**config.mk**
```make
export PLATFORM = sky130hd
export DESIGN_NAME = cgra_axil_master
export DESIGN_NICKNAME = d
export VERILOG_FILES = /design/src/rtl/cgra_axil_master.sv
export SDC_FILE = /design/constraint.sdc
export NUM_CORES = 1
export LEC_CHECK = 0
export CAP_MARGIN = 20
export CORE_MARGIN = 1.5
export CORE_UTILIZATION = 45
export CTS_BUF_LIST = sky130_fd_sc_hd__clkbuf_4 sky130_fd_sc_hd__clkbuf_8 sky130_fd_sc_hd__clkbuf_16
export DETAILED_ROUTE_END_ITERATION = 10
export HOLD_SLACK_MARGIN = 0.15
export PLACE_DENSITY = 0.93
export REMOVE_ABC_BUFFERS = 1
export SYNTH_ARGS = -nofsm -noshare
export SYNTH_HDL_FRONTEND = slang
export SYNTH_SLANG_ARGS = --single-unit
```
**constraint.sdc**
```tcl
create_clock -name clk -period 2.9 [get_ports clk]
set_input_delay 0.58 -clock clk [delete_from_list [all_inputs] [get_ports clk]]
set_output_delay 0.58 -clock clk [all_outputs]
set_load 0.005 [all_outputs]
```
**src/rtl/cgra_axil_master.sv**
```systemverilog
`timescale 1ns/1ps
// Single-outstanding AXI4-Lite initiator: command/response stream in, AXI4-Lite out.
// Optional watchdog enabled by defining CGRA_AXIL_TIMEOUT_EN.
module cgra_axil_master #(
    parameter int ADDR_WIDTH     = 32,
    parameter int DATA_WIDTH     = 32,
    parameter int TIMEOUT_CYCLES = 1024
) (
    input  logic                  clk,
    input  logic                  rst_n,
    input  logic                  cmd_valid,
    output logic                  cmd_ready,
    input  logic                  cmd_write,
    input  logic [ADDR_WIDTH-1:0] cmd_addr,
    input  logic [DATA_WIDTH-1:0] cmd_wdata,
    input  logic [3:0]            cmd_wstrb,
    output logic                  rsp_valid,
    input  logic                  rsp_ready,
    output logic [DATA_WIDTH-1:0] rsp_rdata,
    output logic [1:0]            rsp_resp,
    output logic                  rsp_timeout,
    output logic                  busy,
    output logic                  timeout_flag,
    output logic [ADDR_WIDTH-1:0] m_axi_awaddr,
    output logic                  m_axi_awvalid,
    input  logic                  m_axi_awready,
    output logic [DATA_WIDTH-1:0] m_axi_wdata,
    output logic [3:0]            m_axi_wstrb,
    output logic                  m_axi_wvalid,
    input  logic                  m_axi_wready,
    input  logic [1:0]            m_axi_bresp,
    input  logic                  m_axi_bvalid,
    output logic                  m_axi_bready,
    output logic [ADDR_WIDTH-1:0] m_axi_araddr,
    output logic                  m_axi_arvalid,
    input  logic                  m_axi_arready,
    input  logic [DATA_WIDTH-1:0] m_axi_rdata,
    input  logic [1:0]            m_axi_rresp,
    input  logic                  m_axi_rvalid,
    output logic                  m_axi_rready
);

    if (DATA_WIDTH != 32) begin : g_bad_data_width
        $error("cgra_axil_master: DATA_WIDTH must be 32");
    end
    if (TIMEOUT_CYCLES < 2 || TIMEOUT_CYCLES > 65535) begin : g_bad_timeout
        $error("cgra_axil_master: TIMEOUT_CYCLES must be in 2..65535");
    end

    typedef enum logic [2:0] {
        IDLE    = 3'd0,
        WR_AW_W = 3'd1,
        WR_B    = 3'd2,
        RD_AR   = 3'd3,
        RD_R    = 3'd4,
        RSP     = 3'd5
    } state_t;

    state_t                r_state;
    logic                  r_cmd_ready;
    logic                  r_busy;
    logic                  r_rsp_valid;
    logic [DATA_WIDTH-1:0] r_rsp_rdata;
    logic [1:0]            r_rsp_resp;
    logic [ADDR_WIDTH-1:0] r_awaddr;
    logic                  r_awvalid;
    logic [DATA_WIDTH-1:0] r_wdata;
    logic [3:0]            r_wstrb;
    logic                  r_wvalid;
    logic                  r_bready;
    logic [ADDR_WIDTH-1:0] r_araddr;
    logic                  r_arvalid;
    logic                  r_rready;

    logic w_cmd_fire;
    logic w_aw_done;
    logic w_w_done;

    assign w_cmd_fire = cmd_valid & r_cmd_ready;
    // A channel counts as done once its valid has dropped or is handshaking now.
    assign w_aw_done  = ~r_awvalid | m_axi_awready;
    assign w_w_done   = ~r_wvalid | m_axi_wready;

`ifdef CGRA_AXIL_TIMEOUT_EN
    localparam logic [15:0] WDOG_LIMIT = 16'(TIMEOUT_CYCLES - 1);

    logic [15:0] r_wdog;
    logic        r_rsp_timeout;
    logic        r_timeout_flag;
    logic        w_wdog_active;
    logic        w_wdog_expired;

    assign w_wdog_active  = (r_state == WR_AW_W) || (r_state == WR_B) ||
                            (r_state == RD_AR)   || (r_state == RD_R);
    assign w_wdog_expired = w_wdog_active && (r_wdog == WDOG_LIMIT);
    assign rsp_timeout    = r_rsp_timeout;
    assign timeout_flag   = r_timeout_flag;
`else
    assign rsp_timeout    = 1'b0;
    assign timeout_flag   = 1'b0;
`endif

    always_ff @(posedge clk or negedge rst_n) begin
        if (!rst_n) begin
            r_state     <= IDLE;
            r_cmd_ready <= 1'b0;
            r_busy      <= 1'b0;
            r_rsp_valid <= 1'b0;
            r_rsp_rdata <= '0;
            r_rsp_resp  <= 2'b00;
            r_awaddr    <= '0;
            r_awvalid   <= 1'b0;
            r_wdata     <= '0;
            r_wstrb     <= 4'h0;
            r_wvalid    <= 1'b0;
            r_bready    <= 1'b0;
            r_araddr    <= '0;
            r_arvalid   <= 1'b0;
            r_rready    <= 1'b0;
`ifdef CGRA_AXIL_TIMEOUT_EN
            r_wdog         <= 16'd0;
            r_rsp_timeout  <= 1'b0;
            r_timeout_flag <= 1'b0;
`endif
        end else begin
            case (r_state)
                IDLE: begin
                    if (w_cmd_fire) begin
                        r_cmd_ready <= 1'b0;
                        r_busy      <= 1'b1;
                        if (cmd_write) begin
                            r_awaddr  <= cmd_addr;
                            r_wdata   <= cmd_wdata;
                            r_wstrb   <= cmd_wstrb;
                            r_awvalid <= 1'b1;
                            r_wvalid  <= 1'b1;
                            r_state   <= WR_AW_W;
                        end else begin
                            r_araddr  <= cmd_addr;
                            r_arvalid <= 1'b1;
                            r_state   <= RD_AR;
                        end
                    end else begin
                        r_cmd_ready <= 1'b1;
                    end
                end
                WR_AW_W: begin
                    if (r_awvalid && m_axi_awready) r_awvalid <= 1'b0;
                    if (r_wvalid && m_axi_wready)   r_wvalid  <= 1'b0;
                    if (w_aw_done && w_w_done) begin
                        r_bready <= 1'b1;
                        r_state  <= WR_B;
                    end
                end
                WR_B: begin
                    if (m_axi_bvalid && r_bready) begin
                        r_bready    <= 1'b0;
                        r_rsp_resp  <= m_axi_bresp;
                        r_rsp_rdata <= '0;
                        r_rsp_valid <= 1'b1;
                        r_state     <= RSP;
                    end
                end
                RD_AR: begin
                    if (m_axi_arready) begin
                        r_arvalid <= 1'b0;
                        r_rready  <= 1'b1;
                        r_state   <= RD_R;
                    end
                end
                RD_R: begin
                    if (m_axi_rvalid && r_rready) begin
                        r_rready    <= 1'b0;
                        r_rsp_resp  <= m_axi_rresp;
                        r_rsp_rdata <= m_axi_rdata;
                        r_rsp_valid <= 1'b1;
                        r_state     <= RSP;
                    end
                end
                RSP: begin
                    if (rsp_ready) begin
                        r_rsp_valid <= 1'b0;
                        r_cmd_ready <= 1'b1;
                        r_busy      <= 1'b0;
                        r_state     <= IDLE;
                    end
                end
                default: r_state <= IDLE;
            endcase
`ifdef CGRA_AXIL_TIMEOUT_EN
            if (w_cmd_fire) begin
                r_wdog        <= 16'd0;
                r_rsp_timeout <= 1'b0;
            end else if (w_wdog_active) begin
                r_wdog <= r_wdog + 16'd1;
            end
            // Expiry overrides whatever the bus did this cycle and abandons the transaction.
            if (w_wdog_expired) begin
                r_awvalid      <= 1'b0;
                r_wvalid       <= 1'b0;
                r_bready       <= 1'b0;
                r_arvalid      <= 1'b0;
                r_rready       <= 1'b0;
                r_rsp_resp     <= 2'b10;
                r_rsp_rdata    <= '0;
                r_rsp_valid    <= 1'b1;
                r_rsp_timeout  <= 1'b1;
                r_timeout_flag <= 1'b1;
                r_state        <= RSP;
            end
`endif
        end
    end

    assign cmd_ready     = r_cmd_ready;
    assign busy          = r_busy;
    assign rsp_valid     = r_rsp_valid;
    assign rsp_rdata     = r_rsp_rdata;
    assign rsp_resp      = r_rsp_resp;
    assign m_axi_awaddr  = r_awaddr;
    assign m_axi_awvalid = r_awvalid;
    assign m_axi_wdata   = r_wdata;
    assign m_axi_wstrb   = r_wstrb;
    assign m_axi_wvalid  = r_wvalid;
    assign m_axi_bready  = r_bready;
    assign m_axi_araddr  = r_araddr;
    assign m_axi_arvalid = r_arvalid;
    assign m_axi_rready  = r_rready;

endmodule

```
==> results.md, run 1 <==
- FF+latch area: 3628 µm²
- Placeable Area: 12160 µm²
- Clock buffer depth: 2
- DRC viols: 0
- Sequential fraction of design power: 37.1%
- Cell Rows: 40
- Setup ws final: ~0.54 ns
- Main synth FF type: dfrtp_1
- Cell with the most instances after synthesis: dfrtp_1
- Final Max Slew Viols: 0
- Hpwl dp: 10680 µm
- Clock Sinks: around 150
- Detailed Route WL: 14660 µm
- Crit path capture type: flip-flop
- RSZ-0062 raised after global routing: no
- Remaining global-route overflow: 0
- Crit path buffers/inverters: 1
- First drt pass iteration count: 4
- Sum Neg Setup Slack: 0 ns
- Post-CTS sizing: 0
- Maxcap violations: 0
- Initial antenna violation count: 0
- Comb pwr share: 41.7%
- Nets@finish: 742
- Status: finished, final reports clean
- Hold Path Class: flip-flop to flip-flop
- Highest clock rate: 0.4245 GHz
- TritonCTS Buffers: 17
- Worst Setup Start Kind: flip-flop
- Sw frac: approximately 29%
- Power Dens Cells: 1099 nW/µm²
- Fill cell count: about 730
- Cells after Synth: 371
- Cell Int Power: just over 7000 µW
- Crit path cell chain: or2_1, nor4_4, buf_12, mux2_2
- Vias in the first global route: ~4500
- Unique cell type count in the Yosys netlist: 36
- CP Class: flip-flop to flip-flop
- Commonest cells post-synth: 145 x dfrtp_1, 80 x mux2_2, 32 x a22o_1
- Clock period minus final worst setup slack: about 2.4 ns
- Synth Area in Compound Gates: 8.106%
- Gpl congestion: about 0.79
- Chip width: 115.5 µm
- First-pass GRT wire length: ~23000 µm
- Share of the synthesized area in the top cell type: 63.71%
- Period Utilization, post-route: between 80% and 90%
- Largest net degree at the start of global routing: 62
- VDD IR max: about 0.59 mV
- Critical-path top delay cell: dfrtp_1
- Flops & latches, synth: ~150
- Worst-Margin Slew: 0.6365 ns
- Die area: approximately 13000 µm²
- H-tree levels: 4
- Area grow syn2layout: 58.57%
- Place WS: 0.1817 ns
- DRT antenna net count: 0
- Crit path largest cell delay: about 0.61 ns
- Worst skew pair latency: 0.40 ns
- Final setup violation count: 0
- Synth async-reset ratio: 100.0%
- Top Ports: between 200 and 300
- DR vias: 4089
- Largest delay share family, worst path: simple AND/OR/NAND/NOR gates
- Multi-input gate area: 1919 µm²
- Initial Utilization: 46.83%
- Synth Cell Area: 5695 µm²
- Synth area leaders: dfrtp_1 64%, mux2_2 16%, mux2_4 5.3%
- Mux share of post-synthesis cell area: between 20% and 30%
- WL/cell: 18.12 µm
- Skew final: 0.008211 ns
- Clk pwr share: between 20% and 30%
- Area leader, netlist: dfrtp_1
- Syn_area_per_cell: around 15 µm²
- Initial DRC Count: 199
- Number of synthesized flops with an enable pin: 0
- Share of post-route cells with drive strength above 1: 22.62%
- Max-slew headroom: 57.56%
- Vias per inst: 5.054
- Die H: 115.5 µm
- CTS tree: yes
- Crit Path Max Fanout: 30
- Sequential-to-total area share from yosys stat: a little under two thirds
- Post-synthesis adder-cell area fraction: 0%
- Clock root buffer master: clkbuf_16
- GRT Overall Usage: between 20% and 30%
- N_diodes: 0
- Pleak: 0.003908 µW
- Main combinational cell family by area after synthesis: multiplexers
- Port bufs: 255
- Final Hold Viols: 0
- NetSw: ~2900 µW
- Synth warnings: 0
- Register clock-pin slew on the reported worst setup and hold paths: 0.06 ns
- Critical Path AT: 2.63 ns
- Setup Buffers After CTS: 0
- Simple-gate share of the synthesized area: 3.207%
- Synth Area in XOR/XNOR: 0.1538%
- Worst path required time: 3.18 ns
==> cells by family after synthesis <==
kind of cell	after synthesis
DFF	145
muxes	105
AOI/OAI and AO/OA	60
and+or+nand+nor	31
buffers and inverters	28
xor gates and xnor gates	1
other	1
==> per-layer routing <==
layer | global-route usage, % | vias to the layer above | part of all wire [%]
li1 | - | 1850 | -
met1 | 25.41 | 2040 | 40
met2 | 39.21 | 184 | 51
met3 | 7.218 | 15 | 8.1
met4 | 6.584 | 0 | 1.0
met5 | 0 | - | 0
==> layout by cell type, fill, tap and decap left out, types with 5 or more instances in the layout <==
cell type | Yosys | layout
mux2_2 | 80 | 80
mux2_4 | 20 | 20
a22o_1 | 32 | 32
clkdlybuf4s50_1 | 0 | 254
dfrtp_1 | 145 | 145
o21ai_0 | 6 | 6
nand2_1 | 12 | 12
clkbuf_16 | 0 | 17
a31oi_1 | 5 | 5
a21oi_1 | 8 | 8
nor2_1 | 6 | 6
inv_6 | 0 | 5
==> power by group through the flow <==
stage	logic [µW]	clock network [µW]	registers, µW
after CTS	4170	2150	3690
after global placement	4000	0	3620
after global routing	4440	2250	3800
after detailed placement	4150	0	3700
after floorplan	1500	0	3680
final	4140	2100	3680
==> worst reg2reg max path: cells and delay by family (launching register included) <==
kind	cells	cell delay [ns]
flops	1	0.61
simple gates	2	0.95
buf+inv	1	0.28
mux	1	0.38
==> path summary, 6_finish.rpt <==
path	start	to	slack [ns]	cells after the start
max	r_state[1]	m_axi_araddr[24]	0.54	4
min in group asynchronous	rst_n	rsp_rdata[15]	0.70	2
max reg2reg	r_state[1]	m_axi_araddr[24]	0.54	4
min reg2reg	m_axi_araddr[6]	m_axi_araddr[6]	0.50	1
max in group asynchronous	rst_n	m_axi_wdata[13]	1.38	3
min	m_axi_araddr[6]	m_axi_araddr[6]	0.50	1
==> registers in the layout (all words and copies together) (netlist names), 2 cells and up <==
name	cells
m_axi_araddr	32
rsp_rdata	32
m_axi_awaddr	32
m_axi_wstrb	4
rsp_resp	2
r_state	3
m_axi_wdata	32
==> final cells by class <==
type                       instances  area share, %
multi-input combinational        199          21.25
clock inverter                    13          1.399
timing repair buffer             263          29.75
tap                              168          2.328
inverter                           2        0.08313
sequential                       145          40.18
clock buffer                      19          5.015
==> per-stage QoR <==
| step | total power [µW] | area [µm²] | util (%) | cells | hold slack (ns) |
|---|---|---|---|---|---|
| 2_1_floorplan | 5183 | 5550 | - | 346 | 0.2844 |
| 3_3_place_gp | 7622 | 8414 | 69.19 | 775 | 0.4691 |
| 6_report | 9926 | 9031 | 74.26 | 809 | 0.4998 |
| 4_1_cts | 10010 | 9004 | 74.03 | 808 | 0.5026 |
| 3_5_place_dp | 7848 | 8414 | 69.19 | 775 | 0.4885 |
| 5_1_grt | 10490 | 9031 | 74.26 | 809 | 0.5173 |
==> timing repair <==
| item | 4_1_cts | 5_1_grt |
|---|---|---|
| setup endpoints to repair | 0 | 0 |
| hold endpoints to repair | 2 | 0 |
| hold buffers | 1 | 0 |
Note: power is estimated with default switching activity, not from simulation.
==> run 2, diff against run 1 <==
--- a/config.mk
+++ b/config.mk
@@ -7,11 +7,11 @@
 export LEC_CHECK = 0
 export CAP_MARGIN = 20
 export CORE_MARGIN = 1.5
-export CORE_UTILIZATION = 45
+export CORE_UTILIZATION = 42
 export CTS_BUF_LIST = sky130_fd_sc_hd__clkbuf_4 sky130_fd_sc_hd__clkbuf_8 sky130_fd_sc_hd__clkbuf_16
 export DETAILED_ROUTE_END_ITERATION = 10
 export HOLD_SLACK_MARGIN = 0.15
-export PLACE_DENSITY = 0.93
+export PLACE_DENSITY = 0.88
 export REMOVE_ABC_BUFFERS = 1
 export SYNTH_ARGS = -nofsm -noshare
 export SYNTH_HDL_FRONTEND = slang
==> constraint.sdc (replaced) <==
create_clock -name clk -period 2.4 [get_ports clk]
set_input_delay 0.48 -clock clk [delete_from_list [all_inputs] [get_ports clk]]
set_output_delay 0.48 -clock clk [all_outputs]
set_load 0.005 [all_outputs]
==> results.md, run 2 (synthesized netlist as in run 1, its figures left out) <==
- WL/cell: 17.58 µm (-3.0%)
- Register clock-pin slew on the reported worst setup and hold paths: 0.06 ns (about the same)
- Period Utilization, post-route: 85.26% (+4.0 points)
- CP Class: flip-flop to flip-flop
- Cell Rows: 42 (+5.0%)
- Clock period minus final worst setup slack: 2.046 ns (-0.3095 ns)
- H-tree levels: 4 (unchanged)
- First-pass GRT wire length: 22940 µm (+1.4%)
- VDD IR max: 0.6217 mV (+6.0%)
- Critical hold path startpoint: m_axi_araddr[31]
- Die H: 119.5 µm (+3.4%)
- Reg2reg path depth: 4 (unchanged)
- Port bufs: 255 (unchanged)
- Gpl congestion: 0.8220 (+4.5%)
- Final Hold Viols: 0 (unchanged)
- Worst skew pair latency: 0.41 ns (about the same)
- Clock buffer depth: 2 (unchanged)
- Crit path cell chain: or2_1, nor4_4, buf_12, mux2_2
- First drt pass iteration count: 4 (unchanged)
- DRT antenna net count: 0 (unchanged)
- TritonCTS Buffers: 17 (unchanged)
- Placed cells: 789 (+1.8%)
- Final setup violation count: 0 (unchanged)
- R2R Path End: m_axi_araddr[3]
- Worst flop-to-flop path startpoint: r_state[2]
- Crit path largest cell delay: 0.50 ns (-0.11 ns)
- Worst Setup Start Kind: flip-flop
- Largest net degree at the start of global routing: 57 (-8.1%)
- Maxcap violations: 0 (unchanged)
- Highest clock rate: 0.4887 GHz (+15%)
- Register-to-register setup slack: 0.35 ns (-0.19 ns)
- Final Max Slew Viols: 0 (unchanged)
- Total power: 12130 µW (+22%)
- CTS tree: yes
- Critical-path top delay cell: dfrtp_1
- Most common cell after layout, fill and taps aside: clkdlybuf4s50_1
- Remaining global-route overflow: 0 (unchanged)
- Hpwl dp: 10360 µm (-2.9%)
- CP Capture Point: m_axi_araddr[3]
- RSZ-0062 raised after global routing: no
- Initial DRC Count: 137 (-31%)
- Clk pwr share: 21.7% (+0.5 points)
- Top Ports: 258 (unchanged)
- Status: finished, final reports clean
- Initial antenna violation count: 0 (unchanged)
- Power Dens Cells: 1332 nW/µm² (+21%)
- CP startpoint: r_state[2]
- Place WS: 0.1886 ns (+0.006908 ns)
- Sw frac: 27.76% (-0.99 points)
- Clock root buffer master: clkbuf_16
- Setup ws final: 0.3538 ns (-0.1905 ns)
- Skew final: 0.007046 ns (-0.001166 ns)
- Placeable Area: 13240 µm² (+8.9%)
- Vias in the first global route: 4412 (-1.0%)
- Pleak: 0.003954 µW (+1.2%)
- Largest delay share family, worst path: simple AND/OR/NAND/NOR gates
- Worst path required time: 2.69 ns (-0.49 ns)
- Cell Int Power: 8762 µW (+24%)
- Hold Path Class: flip-flop to flip-flop
- N_diodes: 0 (unchanged)
- Total stage count of the critical path: 4 (unchanged)
- Comb pwr share: 42.1% (+0.4 points)
- Crit path capture type: flip-flop
- Crit Path Max Fanout: 31 (+3.3%)
- Share of post-route cells with drive strength above 1: 23.22% (+0.60 points)
- Worst-Margin Slew: 0.5232 ns (-0.1133 ns)
- DR vias: 4087 (-0.049%)
- DRC viols: 0 (unchanged)
- Critical Path AT: 2.34 ns (-0.29 ns)
- Die area: 14270 µm² (+7.0%)
- Area grow syn2layout: 59.93%
- Max-slew headroom: 65.12% (+7.6 points)
- Post-Layout Cell Count: 822 (+1.6%)
- NetSw: 3368 µW (+18%)
- Fin Hold WS: 0.5028 ns (+0.003027 ns)
- Initial Utilization: 43.01% (-3.8 points)
- Crit path buffers/inverters: 1 (unchanged)
- Chip width: 119.5 µm (+3.4%)
- Detailed Route WL: 14450 µm (-1.4%)
- GRT Overall Usage: 20.86% (-1.2 points)
- Sequential fraction of design power: 36.2% (-0.9 points)
- Fill cell count: 911 (+24%)
- Post-layout util: 68.78% (-5.5 points)
- Clock Sinks: 145 (unchanged)
- Nets@finish: 747 (+0.67%)
- Commonest non-fill, non-tap cells in the layout: 254 x clkdlybuf4s50_1, 145 x dfrtp_1, 80 x mux2_2, 32 x a22o_1, 20 x mux2_4
- Vias per inst: 4.972 (-1.6%)
## run 2: cell count changes in the layout (fill, tap and decap cells not counted), sizes merged
cell,delta
bufinv,+1
clkbuf,+5
buf,+5
clkinvlp,-1
inv,-4
clkinv,-1
## run 2: repair_timing
| item | in CTS | in global routing |
|---|---|---|
| buffers inserted | 0 | 0 |
| hold buffers | 1 | 0 |
| setup endpoints to repair | 0 | 0 |
| gates resized for setup | 0 | 0 |
| hold endpoints to repair | 54 | 0 |
## run 2: power groups by stage
stage	clock [µW]	combinational [µW]	sequential (µW)
after global placement	0	4960	4340
after floorplan	0	1810	4450
after CTS	2690	5170	4400
final	2630	5100	4400
after global routing	2810	5450	4550
after detailed placement	0	5130	4400
## run 2: per-stage QoR
| step | instance area, µm² | setup TNS [ns] |
|---|---|---|
| after global routing | 9109 | 0 |
| final | 9109 | 0 |
| after floorplan | 5550 | -15.43 |
| after CTS | 9109 | 0 |
| after detailed placement | 8494 | 0 |
| after global placement | 8494 | 0 |
## run 2: layout make-up
class	instances	area, µm²	share of cell area [%]
clock inverters	8	101.3	1.113
repair buffers	268	2729	29.96
clock buffers	24	503.0	5.522
multi-input cells	199	1919	21.07
flip-flops and latches	145	3628	39.84
well taps	176	220.2	2.418
inverters	2	7.507	0.08242
## run 2: metal layers
metal / vias to the layer above / share of wire [%] / wire length (µm) / GRT usage (%)
met2: 190 / 50 / 7274 / 35.56
met4: 0 / 2.8 / 410 / 9.747
li1: 1856 / - / - / -
met3: 33 / 7.3 / 1054 / 6.226
met1: 2008 / 40 / 5709 / 24.08
met5: - / 0 / 0 / 0
## run 2: worst register-to-register path, delay by kind of cell, from the launching register on
kind / cells / cell delay [ns]
and+or+nand+nor: 2 / 0.79
DFF: 1 / 0.50
muxes: 1 / 0.38
buffers and inverters: 1 / 0.26
## run 2: how the worst min path moves through the flow
stage,to,cells past startpoint
floorplan,busy,0
detailed placement,m_axi_wdata[16],1
global route,m_axi_awaddr[19],1
CTS,m_axi_araddr[6],1
global placement,m_axi_wdata[13],1
finish,m_axi_araddr[31],1
==> run 3, diff against run 2 <==
==> constraint.sdc (replaced) <==
create_clock -name clk -period 1.95 [get_ports clk]
set_input_delay 0.39 -clock clk [delete_from_list [all_inputs] [get_ports clk]]
set_output_delay 0.39 -clock clk [all_outputs]
set_load 0.005 [all_outputs]
==> results.md, run 3 (synthesized netlist as in run 1, its figures left out) <==
- Status: finished, final reports clean
- Area grow syn2layout: 61.86%
- Final Hold Viols: 0 (unchanged)
- Comb pwr share: 42.9% (+0.8 points)
- Most common cell after layout, fill and taps aside: clkdlybuf4s50_1
- Cell Rows: 42 (unchanged)
- DR vias: 4097 (+0.24%)
- Detailed Route WL: 14630 µm (+1.3%)
- Max-slew headroom: 66.66% (+1.5 points)
- Worst Setup Start Kind: flip-flop
- Gpl congestion: 0.8398 (+2.2%)
- NetSw: 4139 µW (+23%)
- Pleak: 0.004032 µW (+2.0%)
- Port bufs: 255 (unchanged)
- Crit path capture type: flip-flop
- Vias in the first global route: 4366 (-1.0%)
- TritonCTS Buffers: 17 (unchanged)
- Commonest non-fill, non-tap cells in the layout: 254 x clkdlybuf4s50_1, 145 x dfrtp_1, 80 x mux2_2, 32 x a22o_1, 20 x mux2_4
- Clock root buffer master: clkbuf_16
- Post-layout util: 69.61% (+0.83 points)
- Sw frac: 27.48% (-0.28 points)
- Vias per inst: 4.907 (-1.3%)
- Clk pwr share: 21.7% (about the same)
- DRC viols: 0 (unchanged)
- CP Class: flip-flop to flip-flop
- Hpwl dp: 10850 µm (+4.7%)
- First drt pass iteration count: 4 (unchanged)
- Crit path cell chain: or2_1, nor4_4, buf_12, mux2_2
- Worst-Margin Slew: 0.5001 ns (-0.02318 ns)
- Initial Utilization: 43.01% (unchanged)
- Highest clock rate: 0.5463 GHz (+12%)
- First-pass GRT wire length: 23120 µm (+0.78%)
- Crit path largest cell delay: 0.38 ns (-0.12 ns)
- Cell Int Power: 10920 µW (+25%)
- R2R Path End: m_axi_araddr[24]
- Critical Path AT: 2.12 ns (-0.22 ns)
- Chip width: 119.5 µm (unchanged)
- DRT antenna net count: 0 (unchanged)
- Placed Area: 8605 µm² (+1.3%)
- Reg2reg path depth: 4 (unchanged)
- Share of post-route cells with drive strength above 1: 24.73% (+1.5 points)
- Maxcap violations: 0 (unchanged)
- Critical-path top delay cell: dfrtp_1
- Sequential fraction of design power: 35.4% (-0.8 points)
- GRT Overall Usage: 21.11% (+0.25 points)
- Placeable Area: 13240 µm² (unchanged)
- VDD IR max: 0.7918 mV (+27%)
- Worst flop-to-flop path startpoint: r_state[2]
- Setup ws final: 0.1194 ns (-0.2344 ns)
- Initial antenna violation count: 0 (unchanged)
- Nets@finish: 760 (+1.7%)
- Die area: 14270 µm² (unchanged)
- Post-route cell area: 9219 µm² (+1.2%)
- Die H: 119.5 µm (unchanged)
- Register-to-register setup slack: 0.12 ns (-0.23 ns)
- H-tree levels: 4 (unchanged)
- Top Ports: 258 (unchanged)
- Skew final: 0.01217 ns (+0.005124 ns)
- Clock Sinks: 145 (unchanged)
- Clock buffer depth: 2 (unchanged)
- Power Dens Cells: 1634 nW/µm² (+23%)
- Remaining global-route overflow: 0 (unchanged)
- Initial DRC Count: 174 (+27%)
- Place WS: -0.1398 ns (-0.3284 ns)
- Largest net degree at the start of global routing: 53 (-7.0%)
- Register clock-pin slew on the reported worst setup and hold paths: 0.06 ns (about the same)
- N_diodes: 0 (unchanged)
- Final Max Slew Viols: 0 (unchanged)
- Fill cell count: 904 (-0.77%)
- Period Utilization, post-route: 93.88% (+8.6 points)
- Clock period minus final worst setup slack: 1.831 ns (-0.2156 ns)
- Hold Path Class: input port to async pin
- Worst path required time: 2.24 ns (-0.45 ns)
- Setup Buffers After CTS: 0 (unchanged)
- Crit Path Max Fanout: 27 (-13%)
- WL/cell: 17.52 µm (-0.32%)
- RSZ-0062 raised after global routing: no
- Final setup violation count: 0 (unchanged)
- CTS tree: yes
- Worst skew pair latency: 0.41 ns (about the same)
run 3: cell count changes in the layout (fill, tap and decap cells not counted):
cell	change
clkbuf_8	-2
clkinv_4	+1
clkinv_2	+4
clkbuf_4	-1
clkinvlp_4	-2
bufinv_16	+1
inv_6	-1
buf_4	+12
buf_12	+1
run 3: power by group through the flow:
stage / Clock, µW / Sequential [µW] / Combinational, µW
after global routing: 3480 / 5520 / 6890
after detailed placement: 0 / 5360 / 6510
after global placement: 0 / 5280 / 6300
after floorplan: 0 / 5480 / 2230
final: 3260 / 5340 / 6460
after CTS: 3330 / 5350 / 6540
run 3: repair_timing:
| action | CTS | global route |
|---|---|---|
| endpoints found under the setup margin | 0 | 0 |
| resized for setup | 0 | 0 |
| hold buffers | 1 | 0 |
| endpoints found under the hold margin | 46 | 0 |
run 3: area by class of cell:
class | count | area [µm²] | area share, %
clock buffer | 21 | 467.9 | 5.076
clock inverter | 11 | 136.4 | 1.479
inverter | 2 | 7.507 | 0.08143
multi-input combinational | 199 | 1919 | 20.82
sequential | 145 | 3628 | 39.36
tap | 176 | 220.2 | 2.389
timing repair buffer | 281 | 2839 | 30.80
run 3: layer usage:
layer  global-route usage, %  up-vias  wire length (µm)
met5                       0        -                 0
met4                   8.259        0               280
met3                   6.226       23              1053
met2                   36.42      190              7579
met1                   24.75     1989              5714
li1                        -     1895                 -
run 3: per-stage QoR:
stage          cells  power [µW]  setup TNS (ns)  hold WS [ns]
2_1_floorplan    346        7708          -68.05       0.09441
3_3_place_gp     802       11580          -2.679        0.3729
3_5_place_dp     802       11870          -12.27        0.3724
4_1_cts          835       15220               0        0.4966
5_1_grt          835       15890               0        0.5140
6_report         835       15060               0        0.4878
run 3: how the worst max path moves through the flow:
stage	start	endpoint	slack, ns	cells past startpoint
4_1_cts	r_state[2]	m_axi_araddr[24]	0.12	4
3_5_place_dp	cmd_valid	r_state[1]	-0.14	6
2_1_floorplan	r_state[1]	m_axi_araddr[0]	-0.66	3
6_report	r_state[2]	m_axi_araddr[24]	0.12	4
3_3_place_gp	cmd_valid	r_state[1]	-0.06	6
5_1_grt	r_state[2]	rsp_rdata[26]	0.02	6
run 3: worst max-delay path: cells and delay by family, from the launching register on:
| family | cells | cell delay, ns |
|---|---|---|
| flops | 1 | 0.38 |
| buf+inv | 1 | 0.25 |
| simple gates | 2 | 0.71 |
| mux | 1 | 0.36 |
